==> src/rtl/layer_sequencer.sv <==
// Drives a spiking layer through a train-then-test run, streaming in spike-time
// images and streaming out one indexed winner per testing image.
module layer_sequencer #(
  parameter int TIME_PERIOD    = 16,
  parameter int TESTING_PERIOD = 8,
  parameter int NUM_SPIKES     = 4,
  parameter int SPIKE_W        = 4,
  parameter int TIME_W         = 5,
  parameter int NEURON_W       = 3
) (
  input  logic                          clk,
  input  logic                          rst_l,
  input  logic                          start,
  input  logic [15:0]                   num_train,
  input  logic [15:0]                   num_test,
  input  logic                          img_valid,
  output logic                          img_ready,
  input  logic [NUM_SPIKES*SPIKE_W-1:0] img_spikes,
  output logic [NUM_SPIKES*SPIKE_W-1:0] layer_spike_times,
  output logic [TIME_W-1:0]             layer_time_val,
  output logic                          layer_training,
  input  logic [NEURON_W-1:0]           winning_neuron,
  output logic                          res_valid,
  input  logic                          res_ready,
  output logic [NEURON_W-1:0]           res_neuron,
  output logic [15:0]                   res_index,
  output logic                          busy,
  output logic                          done
);

  typedef enum logic [2:0] {IDLE, LOAD, TRAIN_RUN, TEST_RUN, RESULT, DONE} state_t;

  localparam logic [TIME_W-1:0] TRAIN_LAST = TIME_W'(TIME_PERIOD - 1);
  localparam logic [TIME_W-1:0] TEST_LAST  = TIME_W'(TESTING_PERIOD - 1);

  state_t      state;
  logic        phase_test;
  logic [15:0] cnt;
  logic [15:0] train_total;
  logic [15:0] test_total;

  // Every output is written alongside the state transition that implies it,
  // so img_ready/res_valid never depend combinationally on img_valid/res_ready.
  always_ff @(posedge clk) begin
    if (!rst_l) begin
      state             <= IDLE;
      phase_test        <= 1'b0;
      cnt               <= '0;
      train_total       <= '0;
      test_total        <= '0;
      img_ready         <= 1'b0;
      res_valid         <= 1'b0;
      busy              <= 1'b0;
      done              <= 1'b0;
      layer_training    <= 1'b0;
      layer_time_val    <= '0;
      layer_spike_times <= '0;
      res_neuron        <= '0;
      res_index         <= '0;
    end else begin
      case (state)
        IDLE: begin
          if (start) begin
            train_total <= num_train;
            test_total  <= num_test;
            cnt         <= '0;
            busy        <= 1'b1;
            if (num_train != 16'd0) begin
              state          <= LOAD;
              phase_test     <= 1'b0;
              img_ready      <= 1'b1;
              layer_training <= 1'b1;
            end else if (num_test != 16'd0) begin
              state          <= LOAD;
              phase_test     <= 1'b1;
              img_ready      <= 1'b1;
              layer_training <= 1'b0;
            end else begin
              state          <= DONE;
              phase_test     <= 1'b1;
              done           <= 1'b1;
              layer_training <= 1'b0;
            end
          end
        end
        LOAD: begin
          if (img_valid) begin
            layer_spike_times <= img_spikes;
            layer_time_val    <= '0;
            img_ready         <= 1'b0;
            state             <= phase_test ? TEST_RUN : TRAIN_RUN;
          end
        end
        TRAIN_RUN: begin
          if (layer_time_val == TRAIN_LAST) begin
            layer_time_val <= '0;
            if (cnt + 16'd1 == train_total) begin
              phase_test     <= 1'b1;
              layer_training <= 1'b0;
              cnt            <= '0;
              if (test_total != 16'd0) begin
                state     <= LOAD;
                img_ready <= 1'b1;
              end else begin
                state <= DONE;
                done  <= 1'b1;
              end
            end else begin
              cnt       <= cnt + 16'd1;
              state     <= LOAD;
              img_ready <= 1'b1;
            end
          end else begin
            layer_time_val <= layer_time_val + TIME_W'(1);
          end
        end
        TEST_RUN: begin
          if (layer_time_val == TEST_LAST) begin
            res_neuron     <= winning_neuron;
            res_index      <= cnt;
            res_valid      <= 1'b1;
            layer_time_val <= '0;
            state          <= RESULT;
          end else begin
            layer_time_val <= layer_time_val + TIME_W'(1);
          end
        end
        RESULT: begin
          if (res_ready) begin
            res_valid <= 1'b0;
            cnt       <= cnt + 16'd1;
            if (cnt + 16'd1 == test_total) begin
              state <= DONE;
              done  <= 1'b1;
            end else begin
              state     <= LOAD;
              img_ready <= 1'b1;
            end
          end
        end
        DONE: begin
          done           <= 1'b0;
          busy           <= 1'b0;
          layer_training <= 1'b0;
          state          <= IDLE;
        end
        default: state <= IDLE;
      endcase
    end
  end

endmodule

==> config.mk <==
export PLATFORM = sky130hd
export DESIGN_NAME = layer_sequencer
export DESIGN_NICKNAME = d
export VERILOG_FILES = /design/src/rtl/layer_sequencer.sv
export SDC_FILE = /design/constraint.sdc
export NUM_CORES = 1
export LEC_CHECK = 0
export ABC_AREA = 0
export CORE_MARGIN = 5
export CORE_UTILIZATION = 52
export CTS_CLUSTER_SIZE = 30
export DETAILED_ROUTE_END_ITERATION = 8
export GPL_ROUTABILITY_DRIVEN = 0
export PLACE_DENSITY_LB_ADDON = 0.3
export SLEW_MARGIN = 30
export SYNTH_ARGS = -nofsm -noshare
export SYNTH_HDL_FRONTEND = slang
export SYNTH_SLANG_ARGS = --single-unit
==> constraint.sdc <==
create_clock -name clk -period 3.14 [get_ports clk]
set_input_delay 0.314 -clock clk [delete_from_list [all_inputs] [get_ports clk]]
set_output_delay 0.314 -clock clk [all_outputs]
set_load 0.03 [all_outputs]
Yosys cells after proc, flatten, opt, wreduce, memory -nomap -nowiden --
Index checks and enable logic that the tools add are counted.
Word-level totals: bits of input ports 56, memories kept 0, latch bits 0, RAM bits 0, ROM bits 0, bits in registers 97
Operators by class: muxes and demuxes 55, $mul 0, div/mod/pow operators 0, equality and inequality tests 22, $add $sub $neg 2, reductions and logical operators 24, bitwise gates (word level) 0, shifts and indexed selects 0, magnitude comparators 0
Operators by type and width (number):
- $mux 16 | 4
- $pmux 16 s3 | 1
- $reduce_bool 16->1 | 3
- $eq 16x16->1 | 2
- $mux 3 | 10
- $mux 1 | 29
- $ne 2x2->1 const B | 11
- $add 16x1->16 const B | 1
- $mux 5 | 3
- $pmux 3 s5 | 1
- $pmux 5 s3 | 1
- $reduce_and 4->1 | 3
- $reduce_and 2->1 | 5
- $reduce_and 9->1 | 1
- $reduce_bool 3->1 | 3
- $pmux 1 s4 | 2
- $reduce_and 8->1 | 1
- $reduce_bool 4->1 | 2
- $eq 3x2->1 const B | 2
- $eq 3x3->1 const B | 2
- $ne 3x3->1 const B | 2
- $pmux 1 s2 | 3
- $reduce_bool 2->1 | 3
- $add 5x1->5 const B | 1
- other kinds (7) | 7

Logic depth before layout (Yosys ltp) --
Gate-level depths: netlist (run 1).
depth in word-level cells 5, depth in mapped cells 13, mapped depth without buffers 12

Worst setup path before layout (run 1) --
No wires, ideal clock.
path kind register to register, from register cnt[1], to register cnt[11], clock period less this slack 2.429 ns, cell stages (with the launch flop) 12, arrival time 2.298 ns, path slack 0.711 ns, path buffers 2, data required time 3.009 ns, cells stage by stage dfxtp_1 -> ha_1 -> and3_1 -> buf_4 -> xnor2_1 -> a221oi_1 -> o311ai_0 -> nor4_2 -> a21oi_4 -> buf_6 -> o211ai_1 -> o21ai_1
Between the ends: cells in the longest elaborated chain, start to end 5
RTL lines:
- from (decl) | line 38 | logic [15:0] cnt;
- from (signal assigned) | line 109 | cnt <= cnt + 16'd1;
- from (signal assigned) | line 131 | cnt <= cnt + 16'd1;
- $add 16x1->16 (*) | line 97, 109, 131
- $eq 16x16->1 | line 97 | if (cnt + 16'd1 == train_total) begin
- $mux 16 | line 97
- $mux 16 | line 95 | if (layer_time_val == TRAIN_LAST) begin
- $pmux 16 s3 (*) | line 61 | case (state)
Mark *: on every way between the ends. The rest lies on a longest branch, timed or not. The select of a mux whose other input is x is not followed. A chain may end at the register's enable or synchronous reset.

Worst setup path in the final report (run 1) --
from register cnt[1], to register cnt[12]
Same word-level chain as after synthesis.

==> results of run 1 <==
-- power breakdown --
group	switching (mW)	total, mW	internal (mW)	leakage, nW
registers	0.0604	1.34	1.28	0.789
clock network	0.461	0.838	0.377	0.102
logic	0.243	0.447	0.203	1.41
total	0.765	2.63	1.86	2.30
-- stage by stage --
step | util [%] | setup slack (ns) | std cells | TNS (ns)
after floorplan | - | 0.711 | 662 | 0
after global placement | 64.0 | 0.306 | 864 | 0
after detailed placement | 64.0 | 0.189 | 864 | 0
after CTS | 66.1 | 0.149 | 880 | 0
after global routing | 66.5 | -0.0979 | 885 | -0.112
final | 66.5 | 0.128 | 885 | 0
-- cell families (layout without fill, tap and decap cells) --
family	after synthesis	count (layout)	share of synthesized area, %
compound gates	159	159	18.9
xor+xnor	36	36	7.58
fa+ha+maj	4	4	0.975
buf+inv	59	149	5.63
flops	97	97	37.8
mux	1	1	0.195
simple gates	306	306	28.9
-- worst max-delay path by stage --
stage | start | endpoint | slack, ns | cells after the start
final | cnt[1]$_SDFFE_PN0P_ | cnt[12]$_SDFFE_PN0P_ | 0.13 | 12
after global routing | cnt[1]$_SDFFE_PN0P_ | cnt[12]$_SDFFE_PN0P_ | -0.1 | 12
after CTS | cnt[1]$_SDFFE_PN0P_ | cnt[8]$_SDFFE_PN0P_ | 0.15 | 9
after detailed placement | cnt[1]$_SDFFE_PN0P_ | cnt[7]$_SDFFE_PN0P_ | 0.19 | 10
after global placement | cnt[1]$_SDFFE_PN0P_ | cnt[11]$_SDFFE_PN0P_ | 0.31 | 10
after floorplan | cnt[1]$_SDFFE_PN0P_ | cnt[11]$_SDFFE_PN0P_ | 0.71 | 11
-- cell type report --
| class | count | area share [%] |
|---|---|---|
| Clock buffer | 9 | 1.92 |
| Tap cell | 133 | 2.58 |
| Multi-Input combinational cell | 506 | 45.2 |
| Inverter | 11 | 0.641 |
| Clock inverter | 7 | 1.19 |
| Timing Repair Buffer | 122 | 18.3 |
| Sequential cell | 97 | 30.2 |
-- layout by cell type, fill, tap and decap left out, types with 3 or more instances in the layout --
cell type	n
xnor2_1	19
buf_4	21
nand4_1	7
or4_1	5
and4_1	3
a21oi_1	88
ha_1	3
a31oi_1	4
nor3b_1	4
nor4_1	13
and3_1	6
nor2b_1	9
nand3_1	18
nor3_1	10
a21boi_0	4
o41ai_1	4
clkbuf_8	9
nor2_1	27
inv_1	9
dfxtp_1	96
clkdlybuf4s50_1	100
o311ai_0	3
o21a_1	3
nand2b_1	4
o21ai_0	14
xor2_1	12
o31ai_1	4
o211ai_1	3
nand2_1	181
xnor3_1	4
o311ai_1	4
a22oi_1	4
o22ai_1	9
-- layer usage --
layer | global-route usage [%] | wire [µm] | vias up
li1 | - | - | 2490
met1 | 32.7 | 6190 | 2481
met2 | 43.1 | 7700 | 237
met3 | 4.87 | 994 | 37
met4 | 10.1 | 376 | 0
met5 | 0 | 0 | -
-- sequential cells by signal (all words and copies together) (netlist names) --
register / count
cnt: 16
layer_spike_times: 16
res_index: 16
test_total: 16
train_total: 16
layer_time_val: 5
res_neuron: 3
state: 3
busy: 1
done: 1
img_ready: 1
layer_training: 1
phase_test: 1
res_valid: 1
-- critical path: stages (launching register included) --
cell      delay (ns)
dfxtp_1         0.45
ha_2            0.28
and3_2          0.27
buf_4           0.16
xnor2_1         0.10
a221oi_1        0.27
o311ai_0        0.21
nor4_2          0.29
buf_4           0.19
a21oi_4         0.12
buf_4           0.17
o311ai_1        0.26
o41ai_1         0.12
-- repair_timing --
item	in CTS	in global routing
setup buffers	0	5
resized for setup	0	3
setup endpoints to repair	0	13
==> results.env, run 1 <==
OUTCOME='finished, final reports clean'
TOTAL_COUNT_OF_HOLD_CHECK_FAILURES_IN_THE_FINAL_REPORT=0
POST-DP-HPWL_UM=11200
FP.DIEAREA_MM2=0.0120
STARTING_DRT_DRC_COUNT=467
GRT_FIRST_PASS_WIRELENGTH_UM=24300
WORST_SUPPLY_VOLTAGE_DROP_ON_VDD_uV=300
WORSTREG2REGSTART='cnt[1]$_SDFFE_PN0P_'
CAP_VIOLATIONS=0
WORSTPATHREQUIRED_NS=3.39
VIAS_PER_CELL=5.93
TIMING.SETUP.CRITICAL_PATH_CLASS='register to register'
FIN_WORST_SKEW_NS=0.0150
AREA.SEQUENTIAL_MM2=0.00194
ROUTE.ANTENNA.REMAINING_NETS=0
FIN_CRIT_SH_PCT=95.9
CTS_MAX_PATH_BUFFERS=2
REGISTER_AREA_SHARE_AFTER_SYNTHESIS_PCT=37.8
HOLDPATHSTAGES=2
DRIVE_GT1_SHARE_PCT=7.85
SYNTH.MOST_COMMON_CELL='nand2_1'
WORST_EP_ARRIVAL_TIME_NS=3.27
CTS_MADE_BUFFERS=9
FILLER_CELL_COUNT=843
VIA_COUNT_OF_THE_FIRST_GLOBAL_ROUTING_PASS=4958
VIAS=5245
PINS_OVER_SLEW_LIMIT=0
INSERTEDDIODECOUNT=0
WORST_HOLD_SLACK_NS=0.458
ROOT_BUFFER='clkbuf_8'
AVGSYNTHCELLAREA_UM2=7.75
POST_SYNTHESIS_CELL_COUNT=662
AREAGROWTHSYNTHTOFINISH_PCT=25.5
FINAL_CELL_AREA_MM2=0.00644
SYNTH.TOP_CELLS.BY_COUNT='nand2_1, dfxtp_1, a21oi_1, clkbuf_1, nor2_1'
CLK-INSERTION-DELAY-LATE_NS=0.38
PLACEABLECOREAREA_MM2=0.00968
POST_SYNTH_TOP_AREA_SHARE_PCT=37.8
SYNTH_CELL_TYPE_COUNT=62
ASYNC_FLOP_SHARE_PCT=0
SLEW-LIMIT-HEADROOM_PCT=46.6
HTREE_LEVELS=3
CRITICAL_PATH_PEAK_FANOUT=14
IO_PINS=101
START_KIND='register'
DETAILEDROUTE.FIRSTPASSITERATIONCOUNT=5
R2R-END='cnt[12]$_SDFFE_PN0P_'
P_TOTAL_mW=2.63
MIN_PERIOD_NS=3.01
CLK_TRANSITION_REPORTED_PATHS_NS=0.10
GRT_MAX_DEGREE=59
DIE_HEIGHT_UM=109
MULTI_INPUT_COMB_AREA_MM2=0.00291
WORST-R2R-CELL-COUNT=12
DPL-INSTANCE-AREA_MM2=0.00620
PLACEMENT_ROWS=36
P_LEAK_nW=2.30
MAX_CLOCK_FREQ_GHz=0.332
GRT_ANTENNA_BEFORE_REPAIR=0
GRT-OVFL-TOTAL=0
SYN_AREA_MM2=0.00513
POSTSYNTHNETCOUNT=722
YOSYS.AREA.TOP_TYPE='dfxtp_1'
FINAL_NETS=807
INITIAL_UTILIZATION_PCT=53.0
HOLD_CLASS='register to register'
R2R_SLACK_NS=0.13
SYNTH_EDF_COUNT=0
ENDPOINT_KIND='register'
HOLD_PATH_STARTPOINT='res_index[8]$_SDFFE_PN0P_'
CTS_TREE='done'
HOLD_END='res_index[8]$_SDFFE_PN0P_'
DRC_VIOLATION_COUNT_AFTER_ROUTING=0
SETUP_VIOL=0
SYNTH.TOP_CELLS.BY_AREA='dfxtp_1, nand2_1, a21oi_1'
ROUTED_WL_UM=15300
GRT_UTIL_ALL_LAYERS_PCT=25.7
CTS-HOLD-FIX-BUFFERS=0
DOMINANT_REGISTER_CELL_IN_THE_SYNTHESIZED_NETLIST='dfxtp_1'
NUMBER_OF_SYNTHESIZED_REGISTER_BITS=97
LEAST_MARGIN_PIN_SLEW_NS=0.799
WL_PER_CELL_UM=17.2
FP.DIEW_UM=109
SINKS_ON_THE_CLOCK_NET=97
PLACE.PORT_BUFFERS=100
SYNTH.YOSYS.WARNINGS=0
P_PER_AREA_mW_PER_MM2=408
Note: power is estimated with default switching activity, not from simulation.
==> run 2: changes to the inputs <==
Settings changed: ABC_AREA 0 to default.
==> results of run 2 <==
The final DEF is identical to that of run 1; final timing and power are the same.
==> run 3: changes to the inputs <==
Settings changed: ABC_AREA from default to 0.
==> results of run 3 <==
The final DEF is identical to that of run 1; final timing and power are the same.
